<file path="src/rtl/axi_lite_pkg.sv">
// Shared AXI4-Lite types and constants for the register-slave slice.
package axi_lite_pkg;

   localparam int AXI_LITE_STRB_W = 4;
   localparam int AXI_LITE_DATA_W = 32;

   typedef enum logic [1:0] {
      OKAY   = 2'b00,
      EXOKAY = 2'b01,
      SLVERR = 2'b10,
      DECERR = 2'b11
   } axi_resp_e;

   typedef enum logic [0:0] {
      WR_IDLE = 1'b0,
      WR_RESP = 1'b1
   } wr_state_e;

   typedef enum logic [0:0] {
      RD_IDLE = 1'b0,
      RD_DATA = 1'b1
   } rd_state_e;

   function automatic logic [1:0] resp_of(input logic err);
      return err ? SLVERR : OKAY;
   endfunction

endpackage

</file>
<file path="src/rtl/axi_lite_if.sv">
// AXI4-Lite bus bundle. Every channel uses valid/ready: a beat transfers on a
// rising edge where both are high; valid, once raised, holds its payload until then.
interface axi_lite_if #(
   parameter int ADDR_WIDTH = 32,
   parameter int DATA_WIDTH = 32
);
   import axi_lite_pkg::*;

   logic [ADDR_WIDTH-1:0]      awaddr;
   logic                       awvalid;
   logic                       awready;
   logic [DATA_WIDTH-1:0]      wdata;
   logic [AXI_LITE_STRB_W-1:0] wstrb;
   logic                       wvalid;
   logic                       wready;
   logic [1:0]                 bresp;
   logic                       bvalid;
   logic                       bready;
   logic [ADDR_WIDTH-1:0]      araddr;
   logic                       arvalid;
   logic                       arready;
   logic [DATA_WIDTH-1:0]      rdata;
   logic [1:0]                 rresp;
   logic                       rvalid;
   logic                       rready;

   modport master (
      output awaddr, awvalid, wdata, wstrb, wvalid, bready, araddr, arvalid, rready,
      input  awready, wready, bresp, bvalid, arready, rdata, rresp, rvalid
   );

   modport slave (
      input  awaddr, awvalid, wdata, wstrb, wvalid, bready, araddr, arvalid, rready,
      output awready, wready, bresp, bvalid, arready, rdata, rresp, rvalid
   );

endinterface

</file>
<file path="src/rtl/axi_lite_reg_array.sv">
// Register storage: byte-strobed synchronous write port, asynchronous read port.
module axi_lite_reg_array
   import axi_lite_pkg::*;
#(
   parameter int NUM_REGS   = 4,
   parameter int DATA_WIDTH = 32,
   parameter int IDX_W      = $clog2(NUM_REGS)
) (
   input  logic                       clk,
   input  logic                       rst_n,
   input  logic                       we,
   input  logic [IDX_W-1:0]           widx,
   input  logic [DATA_WIDTH-1:0]      wdata,
   input  logic [AXI_LITE_STRB_W-1:0] wstrb,
   input  logic [IDX_W-1:0]           ridx,
   output logic [DATA_WIDTH-1:0]      rdata
);

   logic [DATA_WIDTH-1:0] regs [NUM_REGS];

   always_ff @(posedge clk or negedge rst_n) begin
      if (!rst_n) begin
         for (int i = 0; i < NUM_REGS; i++) regs[i] <= '0;
      end else if (we) begin
         for (int b = 0; b < AXI_LITE_STRB_W; b++) begin
            if (wstrb[b]) regs[widx][8*b +: 8] <= wdata[8*b +: 8];
         end
      end
   end

   // Same-edge read sees the pre-write value because the write lands on the edge.
   assign rdata = regs[ridx];

endmodule

</file>
<file path="src/rtl/axi_lite_reg_slave.sv">
// AXI4-Lite slave register bank with independent read and write FSMs.
// Optional out-of-range SLVERR decode: AXI_LITE_REG_SLAVE_RANGE_ERR_EN.
module axi_lite_reg_slave
   import axi_lite_pkg::*;
#(
   parameter int                    ADDR_WIDTH = 32,
   parameter int                    DATA_WIDTH = 32,
   parameter int                    NUM_REGS   = 4,
   parameter logic [ADDR_WIDTH-1:0] BASE_ADDR  = '0
) (
   input  logic       aclk,
   input  logic       areset_n,
   axi_lite_if.slave  s,
   output logic [0:0] dbg_wr_state,
   output logic [0:0] dbg_rd_state
);

   localparam int         IDX_W  = $clog2(NUM_REGS);
   localparam logic [0:0] W_IDLE = WR_IDLE;
   localparam logic [0:0] W_RESP = WR_RESP;
   localparam logic [0:0] R_IDLE = RD_IDLE;
   localparam logic [0:0] R_DATA = RD_DATA;

   logic [0:0]                 w_state, w_state_n;
   logic                       aw_held, aw_held_n, w_held, w_held_n;
   logic [ADDR_WIDTH-1:0]      aw_q, aw_q_n;
   logic [DATA_WIDTH-1:0]      wd_q, wd_q_n;
   logic [AXI_LITE_STRB_W-1:0] ws_q, ws_q_n;
   logic                       awready_n, wready_n, bvalid_n;
   logic [1:0]                 bresp_n;
   logic                       commit;

   logic [0:0]                 r_state, r_state_n;
   logic                       arready_n, rvalid_n;
   logic [DATA_WIDTH-1:0]      rdata_n;
   logic [1:0]                 rresp_n;

   logic [ADDR_WIDTH-1:0]      w_off, r_off;
   logic [IDX_W-1:0]           w_idx, r_idx;
   logic                       wr_err, rd_err;
   logic [DATA_WIDTH-1:0]      arr_rdata;

   assign w_off = aw_q - BASE_ADDR;
   assign r_off = s.araddr - BASE_ADDR;
   assign w_idx = w_off[IDX_W+1:2];
   assign r_idx = r_off[IDX_W+1:2];

`ifdef AXI_LITE_REG_SLAVE_RANGE_ERR_EN
   // Offset below BASE_ADDR wraps to a huge value, so one compare covers both ends.
   localparam logic [ADDR_WIDTH-1:0] SPAN = ADDR_WIDTH'(NUM_REGS * 4);
   assign wr_err = (w_off >= SPAN);
   assign rd_err = (r_off >= SPAN);
`else
   assign wr_err = 1'b0;
   assign rd_err = 1'b0;
`endif

   axi_lite_reg_array #(
      .NUM_REGS   (NUM_REGS),
      .DATA_WIDTH (DATA_WIDTH),
      .IDX_W      (IDX_W)
   ) u_regs (
      .clk   (aclk),
      .rst_n (areset_n),
      .we    (commit && !wr_err),
      .widx  (w_idx),
      .wdata (wd_q),
      .wstrb (ws_q),
      .ridx  (r_idx),
      .rdata (arr_rdata)
   );

   always_comb begin
      w_state_n = w_state;
      aw_held_n = aw_held;
      w_held_n  = w_held;
      aw_q_n    = aw_q;
      wd_q_n    = wd_q;
      ws_q_n    = ws_q;
      bvalid_n  = s.bvalid;
      bresp_n   = s.bresp;
      commit    = 1'b0;
      case (w_state)
         W_IDLE: begin
            if (s.awvalid && s.awready) begin
               aw_held_n = 1'b1;
               aw_q_n    = s.awaddr;
            end
            if (s.wvalid && s.wready) begin
               w_held_n = 1'b1;
               wd_q_n   = s.wdata;
               ws_q_n   = s.wstrb;
            end
            // Both readys are low while both halves are held, so no capture overlaps a commit.
            if (aw_held && w_held) begin
               commit    = 1'b1;
               w_state_n = W_RESP;
               bvalid_n  = 1'b1;
               bresp_n   = resp_of(wr_err);
               aw_held_n = 1'b0;
               w_held_n  = 1'b0;
            end
         end
         W_RESP: begin
            if (s.bready) begin
               w_state_n = W_IDLE;
               bvalid_n  = 1'b0;
            end
         end
         default: w_state_n = W_IDLE;
      endcase
      awready_n = (w_state_n == W_IDLE) && !aw_held_n;
      wready_n  = (w_state_n == W_IDLE) && !w_held_n;
   end

   always_comb begin
      r_state_n = r_state;
      rvalid_n  = s.rvalid;
      rdata_n   = s.rdata;
      rresp_n   = s.rresp;
      case (r_state)
         R_IDLE: begin
            if (s.arvalid && s.arready) begin
               r_state_n = R_DATA;
               rvalid_n  = 1'b1;
               rdata_n   = rd_err ? '0 : arr_rdata;
               rresp_n   = resp_of(rd_err);
            end
         end
         R_DATA: begin
            if (s.rready) begin
               r_state_n = R_IDLE;
               rvalid_n  = 1'b0;
            end
         end
         default: r_state_n = R_IDLE;
      endcase
      arready_n = (r_state_n == R_IDLE);
   end

   // Readys are registered from next-state so they stay low through reset.
   always_ff @(posedge aclk or negedge areset_n) begin
      if (!areset_n) begin
         w_state   <= W_IDLE;
         aw_held   <= 1'b0;
         w_held    <= 1'b0;
         aw_q      <= '0;
         wd_q      <= '0;
         ws_q      <= '0;
         s.awready <= 1'b0;
         s.wready  <= 1'b0;
         s.bvalid  <= 1'b0;
         s.bresp   <= OKAY;
         r_state   <= R_IDLE;
         s.arready <= 1'b0;
         s.rvalid  <= 1'b0;
         s.rdata   <= '0;
         s.rresp   <= OKAY;
      end else begin
         w_state   <= w_state_n;
         aw_held   <= aw_held_n;
         w_held    <= w_held_n;
         aw_q      <= aw_q_n;
         wd_q      <= wd_q_n;
         ws_q      <= ws_q_n;
         s.awready <= awready_n;
         s.wready  <= wready_n;
         s.bvalid  <= bvalid_n;
         s.bresp   <= bresp_n;
         r_state   <= r_state_n;
         s.arready <= arready_n;
         s.rvalid  <= rvalid_n;
         s.rdata   <= rdata_n;
         s.rresp   <= rresp_n;
      end
   end

   assign dbg_wr_state = w_state;
   assign dbg_rd_state = r_state;

endmodule

</file>
<file path="src/flat_wrapper.sv">
// flat-port wrapper written by rule: the top's interface ports become plain ports
module axi_lite_reg_slave_flat import axi_lite_pkg::*;
#(
   parameter int                    ADDR_WIDTH = 32,
   parameter int                    DATA_WIDTH = 32,
   parameter int                    NUM_REGS   = 4,
   parameter logic [ADDR_WIDTH-1:0] BASE_ADDR  = '0
)
  (aclk, areset_n, dbg_wr_state, dbg_rd_state, s_awaddr, s_awvalid, s_wdata, s_wstrb, s_wvalid, s_bready, s_araddr, s_arvalid, s_rready, s_awready, s_wready, s_bresp, s_bvalid, s_arready, s_rdata, s_rresp, s_rvalid);
  axi_lite_if #(.ADDR_WIDTH(ADDR_WIDTH), .DATA_WIDTH(DATA_WIDTH)) s_i ();
  input  logic aclk;
  input  logic areset_n;
  output logic [0:0] dbg_wr_state;
  output logic [0:0] dbg_rd_state;
  input wire logic [$bits(s_i.awaddr)-1:0] s_awaddr;
  input wire logic [$bits(s_i.awvalid)-1:0] s_awvalid;
  input wire logic [$bits(s_i.wdata)-1:0] s_wdata;
  input wire logic [$bits(s_i.wstrb)-1:0] s_wstrb;
  input wire logic [$bits(s_i.wvalid)-1:0] s_wvalid;
  input wire logic [$bits(s_i.bready)-1:0] s_bready;
  input wire logic [$bits(s_i.araddr)-1:0] s_araddr;
  input wire logic [$bits(s_i.arvalid)-1:0] s_arvalid;
  input wire logic [$bits(s_i.rready)-1:0] s_rready;
  output wire logic [$bits(s_i.awready)-1:0] s_awready;
  output wire logic [$bits(s_i.wready)-1:0] s_wready;
  output wire logic [$bits(s_i.bresp)-1:0] s_bresp;
  output wire logic [$bits(s_i.bvalid)-1:0] s_bvalid;
  output wire logic [$bits(s_i.arready)-1:0] s_arready;
  output wire logic [$bits(s_i.rdata)-1:0] s_rdata;
  output wire logic [$bits(s_i.rresp)-1:0] s_rresp;
  output wire logic [$bits(s_i.rvalid)-1:0] s_rvalid;
  assign s_i.awaddr = s_awaddr;
  assign s_i.awvalid = s_awvalid;
  assign s_i.wdata = s_wdata;
  assign s_i.wstrb = s_wstrb;
  assign s_i.wvalid = s_wvalid;
  assign s_i.bready = s_bready;
  assign s_i.araddr = s_araddr;
  assign s_i.arvalid = s_arvalid;
  assign s_i.rready = s_rready;
  assign s_awready = s_i.awready;
  assign s_wready = s_i.wready;
  assign s_bresp = s_i.bresp;
  assign s_bvalid = s_i.bvalid;
  assign s_arready = s_i.arready;
  assign s_rdata = s_i.rdata;
  assign s_rresp = s_i.rresp;
  assign s_rvalid = s_i.rvalid;
  axi_lite_reg_slave #(.ADDR_WIDTH(ADDR_WIDTH), .DATA_WIDTH(DATA_WIDTH), .NUM_REGS(NUM_REGS), .BASE_ADDR(BASE_ADDR)) u_core (.aclk(aclk), .areset_n(areset_n), .s(s_i), .dbg_wr_state(dbg_wr_state), .dbg_rd_state(dbg_rd_state));
endmodule
</file>
<file path="config.mk">
export PLATFORM = sky130hd
export DESIGN_NAME = axi_lite_reg_slave_flat
export DESIGN_NICKNAME = d
export VERILOG_FILES = /design/src/rtl/axi_lite_pkg.sv /design/src/rtl/axi_lite_if.sv /design/src/rtl/axi_lite_reg_array.sv /design/src/rtl/axi_lite_reg_slave.sv /design/src/flat_wrapper.sv
export SDC_FILE = /design/constraint.sdc
export NUM_CORES = 1
export LEC_CHECK = 0
export ABC_CLOCK_PERIOD_IN_PS = 1400
export CAP_MARGIN = 20
export CORE_ASPECT_RATIO = 1.2
export CORE_MARGIN = 5
export CORE_UTILIZATION = 40
export DETAILED_ROUTE_END_ITERATION = 10
export PLACE_DENSITY = 0.65
export REMOVE_ABC_BUFFERS = 1
export SYNTH_ARGS = -nofsm -noshare
export SYNTH_HDL_FRONTEND = slang
export SYNTH_SLANG_ARGS = --single-unit
</file>
<file path="constraint.sdc">
create_clock -name aclk -period 1.4 [get_ports aclk]
set_input_delay 0.28 -clock aclk [delete_from_list [all_inputs] [get_ports aclk]]
set_output_delay 0.28 -clock aclk [all_outputs]
set_load 0.01 [all_outputs]
</file>
Word-level counts from Yosys, hierarchy flattened
Index checks and enable logic that the tools add are counted.

Input bits: 107. RAM bits: 0. Bits in latches: 0. Memories: 0. Flip-flop bits (word level): 209. Word-level logic and storage cells: 85. Memory bits (read-only): 0. Output and inout bits: 43.

Reductions and logical operators: 14. Magnitude comparators: 3. Muxes and demuxes: 41. Equality and inequality tests: 4. Bitwise operators: 6. Multipliers: 0. $add $sub $neg: 0. Div/mod/pow operators: 0. Shift operators: 0.

Operators by type and width (number): 2-to-1 mux 128 bit (7); bitwise mux 128 bit (4); demux 32 bit (select 2 bit) (4); 2-to-1 mux 32 bit (3); binary-select mux 32 bit (select 2 bit) (1); 2-to-1 mux 24 bit (1); 2-to-1 mux 16 bit (1); 2-to-1 mux 1 bit (15); AND reduction 2 bit (5); 2-to-1 mux 8 bit (1); one-hot mux 1 bit (2 select lines) (4); logical AND 1 bit (7); >= comparator 3 bit, second input constant (2); inverter 2 -> 3 bit (2); inequality test 2 x 1 -> 1 bit, second input constant (2); inequality test 2 bit, second input constant (2); inverter 1 bit (4); less-than comparator 3 x 1 -> 1 bit, second input constant (1); logical NOT 1 bit (2).

Logic depth before layout (Yosys ltp)
Gate-level depths: netlist (run 1).

Depth in word-level cells: 16. Mapped depth: 5. Mapped depth without buffers: 3.

Hierarchy
A second synthesis (run 1) with hierarchy kept.

Cells, all modules: 502. Area, all modules: 8765.9 µm².

Modules (own cells, without submodules): axi_lite_reg_array (instances 1, seq. area each 3203.1 µm², cells each 319, area each 5685.5 µm²); axi_lite_reg_slave (instances 1, seq. area each 1976.9 µm², cells each 183, area each 3080.5 µm²).

Worst setup path before layout (run 1)
Ideal clock, no wire load.

Path kind: reg-to-reg. Start: reg u_core.w_state, in the netlist u_core.dbg_wr_state. End: reg u_core.wd_q[16]. Buffers on the path: 2. Path slack: -53 ps. Setup time: 128 ps. Data arrival time: 1325 ps. Data required time: 1272 ps. Cell stages (with the launch flop): 5. Clock period less this slack: 1453 ps. Path through: dfrtp_1 nand3b_1 buf_2 buf_4 mux2_1.

Cells in the longest elaborated chain, start to end: 2.

RTL lines: start: declaration (line axi_lite_reg_slave.sv:24) `logic [0:0] w_state, w_state_n;`; start signal: assignment (line axi_lite_reg_slave.sv:160) `w_state <= w_state_n;`; inverter 1 bit (no source line); AND reduction 2 bit (no source line); end signal: assignment (line axi_lite_reg_slave.sv:164) `wd_q <= wd_q_n;`; end: declaration (line axi_lite_reg_slave.sv:27) `logic [DATA_WIDTH-1:0] wd_q, wd_q_n;`.

No other way between the ends. A chain may end at the register's enable or synchronous reset.

Worst setup path after layout (run 1)
Start: reg u_core.w_state, in the netlist u_core.dbg_wr_state. End: reg u_core.ws_q[0].

Cells in the longest elaborated chain, start to end: 2.

RTL lines: inverter 1 bit (no source line); AND reduction 2 bit (no source line); end signal: assignment (line axi_lite_reg_slave.sv:165) `ws_q <= ws_q_n;`; end: declaration (line axi_lite_reg_slave.sv:28) `logic [AXI_LITE_STRB_W-1:0] ws_q, ws_q_n;`.

No other way between the ends.

==> impl_metrics.csv, run 1 <==
group,metric,value,unit
status,run_status,"finished, violations left",
status,violations,"negative setup slack",
yosys,synth_warnings,0,
hold_path,min_path_cells,3,
critical_path,start_kind,"register",
critical_path,reg2reg_from,"u_core.dbg_wr_state$_DFF_PN0_",
routing,vias,5333,
critical_path,critPathCaptureType,"register",
critical_path,cp_slowest_stage_delay,0.41,ns
floorplan,start_util,40.7,%
yosys,netlist_instances,578,
yosys,ys_seq_area_share,58.6,%
cells_and_area,final_cells,1021,
cells_and_area,utilization,54.0,%
sta,min_period_over_period,116,%
routing,drt_iter0_markers,362,
critical_path,worst-path-buf-inv,4,
critical_path,cp_top_family,"buffers and inverters",
cells_and_area,fin_nets,841,
yosys,synth-seq-cells,207,
clock_network,cts_tree,"yes",
cells_and_area,area_growth,32.6,%
critical_path,cp.required,1.78,ns
sta,fin_skew,0.00756,ns
cells_and_area,layout-drive-gt1-share,45.6,%
flow_run,cap_violations,0,
critical_path,critPathKind,"reg -> reg",
grt,first_global_vias,6022,
pwr,p_leak,5.65,nW
grt,grt-ovfl-total,0,
clock_network,numCtsBuffers,21,
grt,grt_pass1_wl,33800,um
clock_network,htree_levels,1,
place,dp_slack,-0.217,ns
routing,drc,0,
floorplan,rows,59,
floorplan,die_y,173,um
clock_network,cts.sinks,207,
yosys,syn_area,8840,um2
routing,drt-pass1-iter-count,4,
sta,grt_setup_unrepaired,"true",
pwr,comb_power_share,35.2,%
critical_path,cpMaxStageDelayCell,"dfrtp_2",
clock_network,clk_pin_slew,0.06,ns
critical_path,rrSetupSlack,-0.23,ns
sta,final_hold_viol_count,0,
place,gp_congestion,0.787,
pwr,peakVddDrop,0.853,mV
grt,grt_max_degree,51,
cells_and_area,mostFrequentLayoutCells,"dfrtp_1, mux2_4, mux2i_1",
critical_path,path_cells,"buf_6 > buf_12 > nand3b_1 > buf_8 > clkbuf_16 > mux2_4",
clock_network,clock_latency,0.50,ns
critical_path,worstReg2RegEnd,"u_core.ws_q[0]$_DFFE_PN0P_",
yosys,yosysTopAreaCell,"dfrtp_1",
cells_and_area,final_common_cell,"dfrtp_1",
place,dp_hpwl,12800,um
yosys,syn_avg_cell_area,15.3,um2
pwr,p_clk_share,22.4,%
floorplan,core_area,21700,um2
pwr,p_per_area,2120,nW/um2
yosys,ys_top_cells_by_area,"dfrtp_1, mux2_1, mux2i_1",
pwr,sw_frac_of_total,30.3,%
pwr,total_power,24.8,mW
yosys,synth.top_cell.area_share,58.6,%
floorplan,die_x,146,um
hold_path,hp-class,"in -> reg",
grt,grt_usage,16.4,%
routing,routed_via_density,5.22,
critical_path,r2r_cells,6,
routing,wl_per_cell,21.0,um
yosys,ys_types,31,
grt,antenna_found_initial,1,
sta,setup_slack,-0.229,ns
pwr,switchingPower,7.53,mW
critical_path,crit_fanout,7,
sta,period_minus_slack,1.63,ns
place,dp_cells,964,
pwr,seqPwrFrac,42.5,%
clock_network,cts_buffer_depth,3,
routing,postRouteAntennaNets,0,
pwr,internal-power,17.3,mW
clock_network,cts_root_buffer,"clkbuf_16",
place,portBuffers,85,
sta,max_freq,614,MHz
yosys,synth-async-reset-ratio,100,%
hold_path,hp-start,"s_araddr[3]",
floorplan,dieArea,25200,um2
yosys,synth-edff-count,0,
routing,wirelength,21400,um
sta,slew_violations,0,
floorplan,ios,150,
hold_path,whs_endpoint,"u_core.s.rdata[0]$_DFFE_PN0P_",
critical_path,cp.arrival,2.01,ns
sta,setup_viol,167,
yosys,ys.flop_type,"dfrtp_1",
==> worst min-delay path, delay by kind of cell <==
kind	cells	cell delay (ns)
buffers and inverters	1	0.16
multiplexers	1	0.09
AO/OA/AOI/OAI	1	0.16
==> Yosys cell counts (2+ instances only) <==
| master | n |
|---|---|
| o221ai_1 | 32 |
| buf_4 | 6 |
| buf_2 | 11 |
| buf_6 | 3 |
| nand4b_4 | 4 |
| mux2_4 | 32 |
| mux2i_1 | 64 |
| inv_1 | 5 |
| nand2b_1 | 2 |
| mux2_1 | 114 |
| nand3_4 | 4 |
| nand3b_1 | 2 |
| a21oi_1 | 2 |
| mux2_2 | 20 |
| clkbuf_1 | 9 |
| nand2_1 | 32 |
| dfrtp_1 | 207 |
| nor2_1 | 3 |
| nor2_4 | 13 |
| and3b_1 | 2 |
==> stage by stage <==
| step | setup TNS, ns | hold slack, ns | instance area [um2] |
|---|---|---|---|
| 6_report | -21.11 | 0.241 | 11700 |
| 5_1_grt | -28.17 | 0.275 | 11700 |
| 4_1_cts | -21.71 | 0.230 | 11600 |
| 3_5_place_dp | -26.54 | 0.251 | 10500 |
| 2_1_floorplan | -55.19 | -0.0156 | 8690 |
| 3_3_place_gp | -23.28 | 0.247 | 10500 |
==> routing by layer <==
layer  wire length (um)  track usage (%)  up-vias
met3                822             2.46       26
met4                383             5.02        0
li1                   -                -     2401
met5                  0                0        -
met2              10600             28.0      112
met1               9600             21.7     2794
==> kinds of logic (layout without fill, tap and decap cells) <==
kind of cell           Yosys count  after routing  synth area share [%]
muxes                          230            230                  29.7
DFF                            207            207                  58.6
and+or+nand+nor                 69             69                  6.00
AOI/OAI and AO/OA               37             37                  3.52
buffers and inverters           34            199                  2.11
other                            1              5                0.0424
==> flip-flops by register name (all words and copies together), names as in the netlist, 2 cells and up <==
register,count
u_core.s.rdata,32
u_core.aw_q,2
u_core.u_regs.regs,128
u_core.wd_q,32
u_core.ws_q,4
==> area by class of cell <==
cell class	instances	area [um2]
fill	1818	9980
sequential	207	5180
multi-input combinational	340	3940
timing repair buffer	159	1560
clock buffer	31	633
tap	274	343
clock inverter	4	51.3
inverter	5	18.8
antenna	1	2.50
==> timing repair <==
item                                    4_1_cts  5_1_grt
pin swaps                                    15        7
endpoints found under the setup margin      207      179
buffers inserted                             13        4
gates cloned                                  1        3
gates resized for setup                     250       40
hold buffers                                  1        0
endpoints found under the hold margin        38        0
==> worst max path at each step <==
stage | startpoint | end | slack (ns) | depth (start not counted)
2_1_floorplan | u_core.dbg_wr_state$_DFF_PN0_ | u_core.wd_q[16]$_DFFE_PN0P_ | -0.81 | 2
3_3_place_gp | s_wvalid | u_core.s.wready$_DFF_PN0_ | -0.26 | 4
3_5_place_dp | u_core.dbg_wr_state$_DFF_PN0_ | u_core.u_regs.regs[111]$_DFFE_PN0P_ | -0.22 | 4
4_1_cts | u_core.dbg_wr_state$_DFF_PN0_ | u_core.u_regs.regs[111]$_DFFE_PN0P_ | -0.20 | 5
5_1_grt | u_core.dbg_wr_state$_DFF_PN0_ | u_core.ws_q[0]$_DFFE_PN0P_ | -0.25 | 6
6_report | u_core.dbg_wr_state$_DFF_PN0_ | u_core.ws_q[0]$_DFFE_PN0P_ | -0.23 | 6
==> power by group through the flow <==
stage          Clock (mW)  Combinational, mW  Sequential [mW]
2_1_floorplan           0               3.90             10.2
3_3_place_gp            0               6.78             10.2
3_5_place_dp            0               7.03             10.5
4_1_cts              5.68               8.31             10.5
5_1_grt              5.93               9.38             10.9
6_report             5.56               8.73             10.5
Note: power is estimated with default switching activity, not from simulation.
==> run 2, diff against run 1 <==
--- a/config.mk
+++ b/config.mk
@@ -15,4 +15,5 @@
 export REMOVE_ABC_BUFFERS = 1
 export SYNTH_ARGS = -nofsm -noshare
 export SYNTH_HDL_FRONTEND = slang
+export SYNTH_HIERARCHICAL = 1
 export SYNTH_SLANG_ARGS = --single-unit
==> run 2 against run 1 <==
The flow still finishes with violations (negative setup slack). Sequential share of layout area grew 1.5 points. Clock-buffer cell count rose by 3. Clock skew rose by 0.0066 ns. Critical path type unchanged.
==> impl_metrics.csv, run 2 <==
group,metric,value,unit
status,run_status,"finished, violations left",
status,violations,"negative setup slack",
cells_and_area,n_antenna_cell,0,
sta,grt_setup_unrepaired,"true",
clock_network,clock_latency,0.50,ns
critical_path,cpMaxStageDelayCell,"dfrtp_1",
critical_path,cp.required,1.77,ns
pwr,p_per_area,2170,nW/um2
pwr,peakVddDrop,1.16,mV
cells_and_area,fill_cells,1753,
pwr,comb_power_share,32.2,%
critical_path,start_kind,"register",
routing,drt_iter0_markers,163,
cells_and_area,mostFrequentLayoutCells,"dfrtp_1, mux2_2, mux2_4",
sta,slew_violations,0,
floorplan,die_y,172,um
yosys,yosysTopAreaCell,"dfrtp_1",
critical_path,critPathKind,"reg -> reg",
cells_and_area,fin_area,11300,um2
place,dp_cells,887,
floorplan,ios,150,
cells_and_area,final_cells,935,
yosys,synth-edff-count,0,
grt,grt_usage,15.0,%
critical_path,endpoint,"u_core/u_regs/regs[50]$_DFFE_PN0P_",
clock_network,htree_levels,1,
sta,setup_slack,-0.198,ns
critical_path,r2r_cells,6,
clock_network,numCtsBuffers,23,
clock_network,clk_pin_slew,0.06,ns
yosys,syn_area,8770,um2
sta,hold_ws,0.298,ns
pwr,p_leak,5.39,nW
critical_path,cp_slowest_stage_delay,0.38,ns
grt,grt-ovfl-total,0,
routing,wl_per_cell,20.1,um
grt,antenna_found_initial,0,
flow_run,cap_violations,0,
critical_path,cp.arrival,1.97,ns
clock_network,cts_buffer_depth,3,
critical_path,worstReg2RegEnd,"u_core/u_regs/regs[50]$_DFFE_PN0P_",
pwr,seqPwrFrac,43.9,%
clock_network,cts_tree,"yes",
routing,vias,4802,
pwr,switchingPower,6.94,mW
place,portBuffers,85,
yosys,ys_seq_area_share,59.1,%
cells_and_area,area_growth,29.4,%
yosys,ys_types,28,
yosys,synth_warnings,6,
yosys,synth-seq-cells,207,
sta,fin_skew,0.0141,ns
place,post_dp_cell_area,10400,um2
yosys,synth.top_cell.area_share,59.1,%
cells_and_area,utilization,52.5,%
routing,routed_via_density,5.14,
sta,setup_viol,129,
routing,wirelength,18800,um
pwr,internal-power,17.6,mW
place,gp_congestion,0.768,
floorplan,core_area,21600,um2
cells_and_area,layout-drive-gt1-share,57.8,%
clock_network,cts.sinks,207,
sta,final_hold_viol_count,0,
grt,grt_pass1_wl,30200,um
floorplan,rows,59,
routing,postRouteAntennaNets,0,
cells_and_area,final_common_cell,"dfrtp_1",
critical_path,crit_fanout,8,
critical_path,path_cells,"and3b_2 > buf_6 > buf_4 > nand4b_4 > buf_12 > mux2_2",
cells_and_area,regMostFlops,"u_core/u_regs/regs",
floorplan,dieArea,25000,um2
cells_and_area,largest_register_ffs,128,
floorplan,die_x,145,um
critical_path,reg2reg_from,"u_core/w_held$_DFF_PN0_",
cells_and_area,top_regs,"u_core/u_regs/regs x128, u_core/s.rdata x32, u_core/wd_q x32",
routing,drc,0,
sta,max_freq,626,MHz
yosys,ys_top_cells_by_area,"dfrtp_1, mux2_2, mux4_2",
pwr,sw_frac_of_total,28.2,%
critical_path,critPathCaptureType,"register",
yosys,netlist_instances,502,
hold_path,hp-class,"in -> async",
floorplan,start_util,40.5,%
grt,first_global_vias,5479,
routing,drt-pass1-iter-count,4,
critical_path,rrSetupSlack,-0.20,ns
yosys,synthTopCellsByCount,"dfrtp_1, mux2_2, mux4_2, mux2_4, buf_4",
grt,grt_max_degree,49,
sta,min_period_over_period,114,%
yosys,syn_avg_cell_area,17.5,um2
sta,period_minus_slack,1.60,ns
clock_network,cts_root_buffer,"clkbuf_16",
cells_and_area,fin_nets,754,
yosys,ys.flop_type,"dfrtp_1",
yosys,synth-async-reset-ratio,100,%
pwr,p_clk_share,23.9,%
critical_path,critPathLaunch,"u_core/w_held$_DFF_PN0_",
yosys,post-synth-top-count-cell,"dfrtp_1",
place,dp_hpwl,12300,um
[run 2: changes by cell type in the layout (fill, tap and decap cells not counted), moves of 4 or more]
cell / delta
nand3_4: -4
nand4b_4: +4
buf_12: +4
mux2_2: +122
mux2i_1: -64
nand2_1: -31
nand4_4: +4
o221ai_1: -32
and4bb_2: +4
mux4_2: +32
buf_4: -14
buf_8: -4
nor2_4: -13
mux2_4: -91
[run 2: worst min path at each step]
stage / start / endpoint / slack [ns]
floorplan: areset_n / u_core/aw_held$_DFF_PN0_ / -0.02
global placement: areset_n / u_core/wd_q[12]$_DFFE_PN0P_ / 0.26
detailed placement: areset_n / u_core/wd_q[12]$_DFFE_PN0P_ / 0.27
CTS: areset_n / u_core/ws_q[3]$_DFFE_PN0P_ / 0.31
global route: areset_n / u_core/wd_q[12]$_DFFE_PN0P_ / 0.33
finish: areset_n / u_core/wd_q[12]$_DFFE_PN0P_ / 0.30
[run 2: repair_timing]
action / CTS / global route
endpoints found under the setup margin: 167 / 144
cloned: 0 / 1
hold buffers: 1 / 0
endpoints found under the hold margin: 39 / 0
buffers inserted: 6 / 1
pin swaps: 4 / 1
resized for setup: 177 / 34
[run 2: kinds of logic after synthesis]
logic type / after synthesis / synth area share [%]
muxes: 230 / 34.4
DFF: 207 / 59.1
buffers and inverters: 32 / 2.41
and+or+nand+nor: 24 / 3.43
AOI/OAI and AO/OA: 8 / 0.599
other: 1 / 0.0428
[run 2: critical path, delay by kind of cell (launching register included)]
| kind | cells | cell delay, ns |
|---|---|---|
| buffers and inverters | 3 | 0.41 |
| flip-flops | 1 | 0.38 |
| multiplexers | 1 | 0.34 |
| AND/OR/NAND/NOR | 2 | 0.34 |
[run 2: cell type report]
type	instances	area, um2	area share, %
Sequential cell	207	5180	45.7
Tap cell	274	343	3.02
Timing Repair Buffer	144	1430	12.6
Inverter	5	18.8	0.165
Multi-Input combinational cell	266	3630	32.0
Clock buffer	34	667	5.88
Clock inverter	5	75.1	0.662
[run 2: metrics by stage]
stage          total power [mW]  setup slack [ns]  setup TNS (ns)
3_3_place_gp               17.8            -0.382          -41.87
5_1_grt                    25.9            -0.249          -28.41
3_5_place_dp               18.4            -0.400          -44.64
2_1_floorplan              14.9            -0.619          -69.98
4_1_cts                    24.6            -0.190          -21.53
6_report                   24.6            -0.198          -20.73
[run 2: per-layer routing]
| metal | share of wire, % | global-route usage, % | vias up |
|---|---|---|---|
| met5 | 0 | 0 | - |
| li1 | - | - | 2156 |
| met4 | 2.3 | 4.62 | 0 |
| met2 | 52 | 26.8 | 88 |
| met1 | 42 | 19.1 | 2522 |
| met3 | 3.0 | 1.97 | 36 |
[run 2: power groups by stage]
stage / Combinational, mW / Sequential, mW / Clock, mW
after floorplan: 4.46 / 10.4 / 0
after global placement: 7.23 / 10.6 / 0
after detailed placement: 7.52 / 10.9 / 0
after CTS: 7.79 / 10.8 / 6.04
after global routing: 8.51 / 11.2 / 6.24
final: 7.92 / 10.8 / 5.86
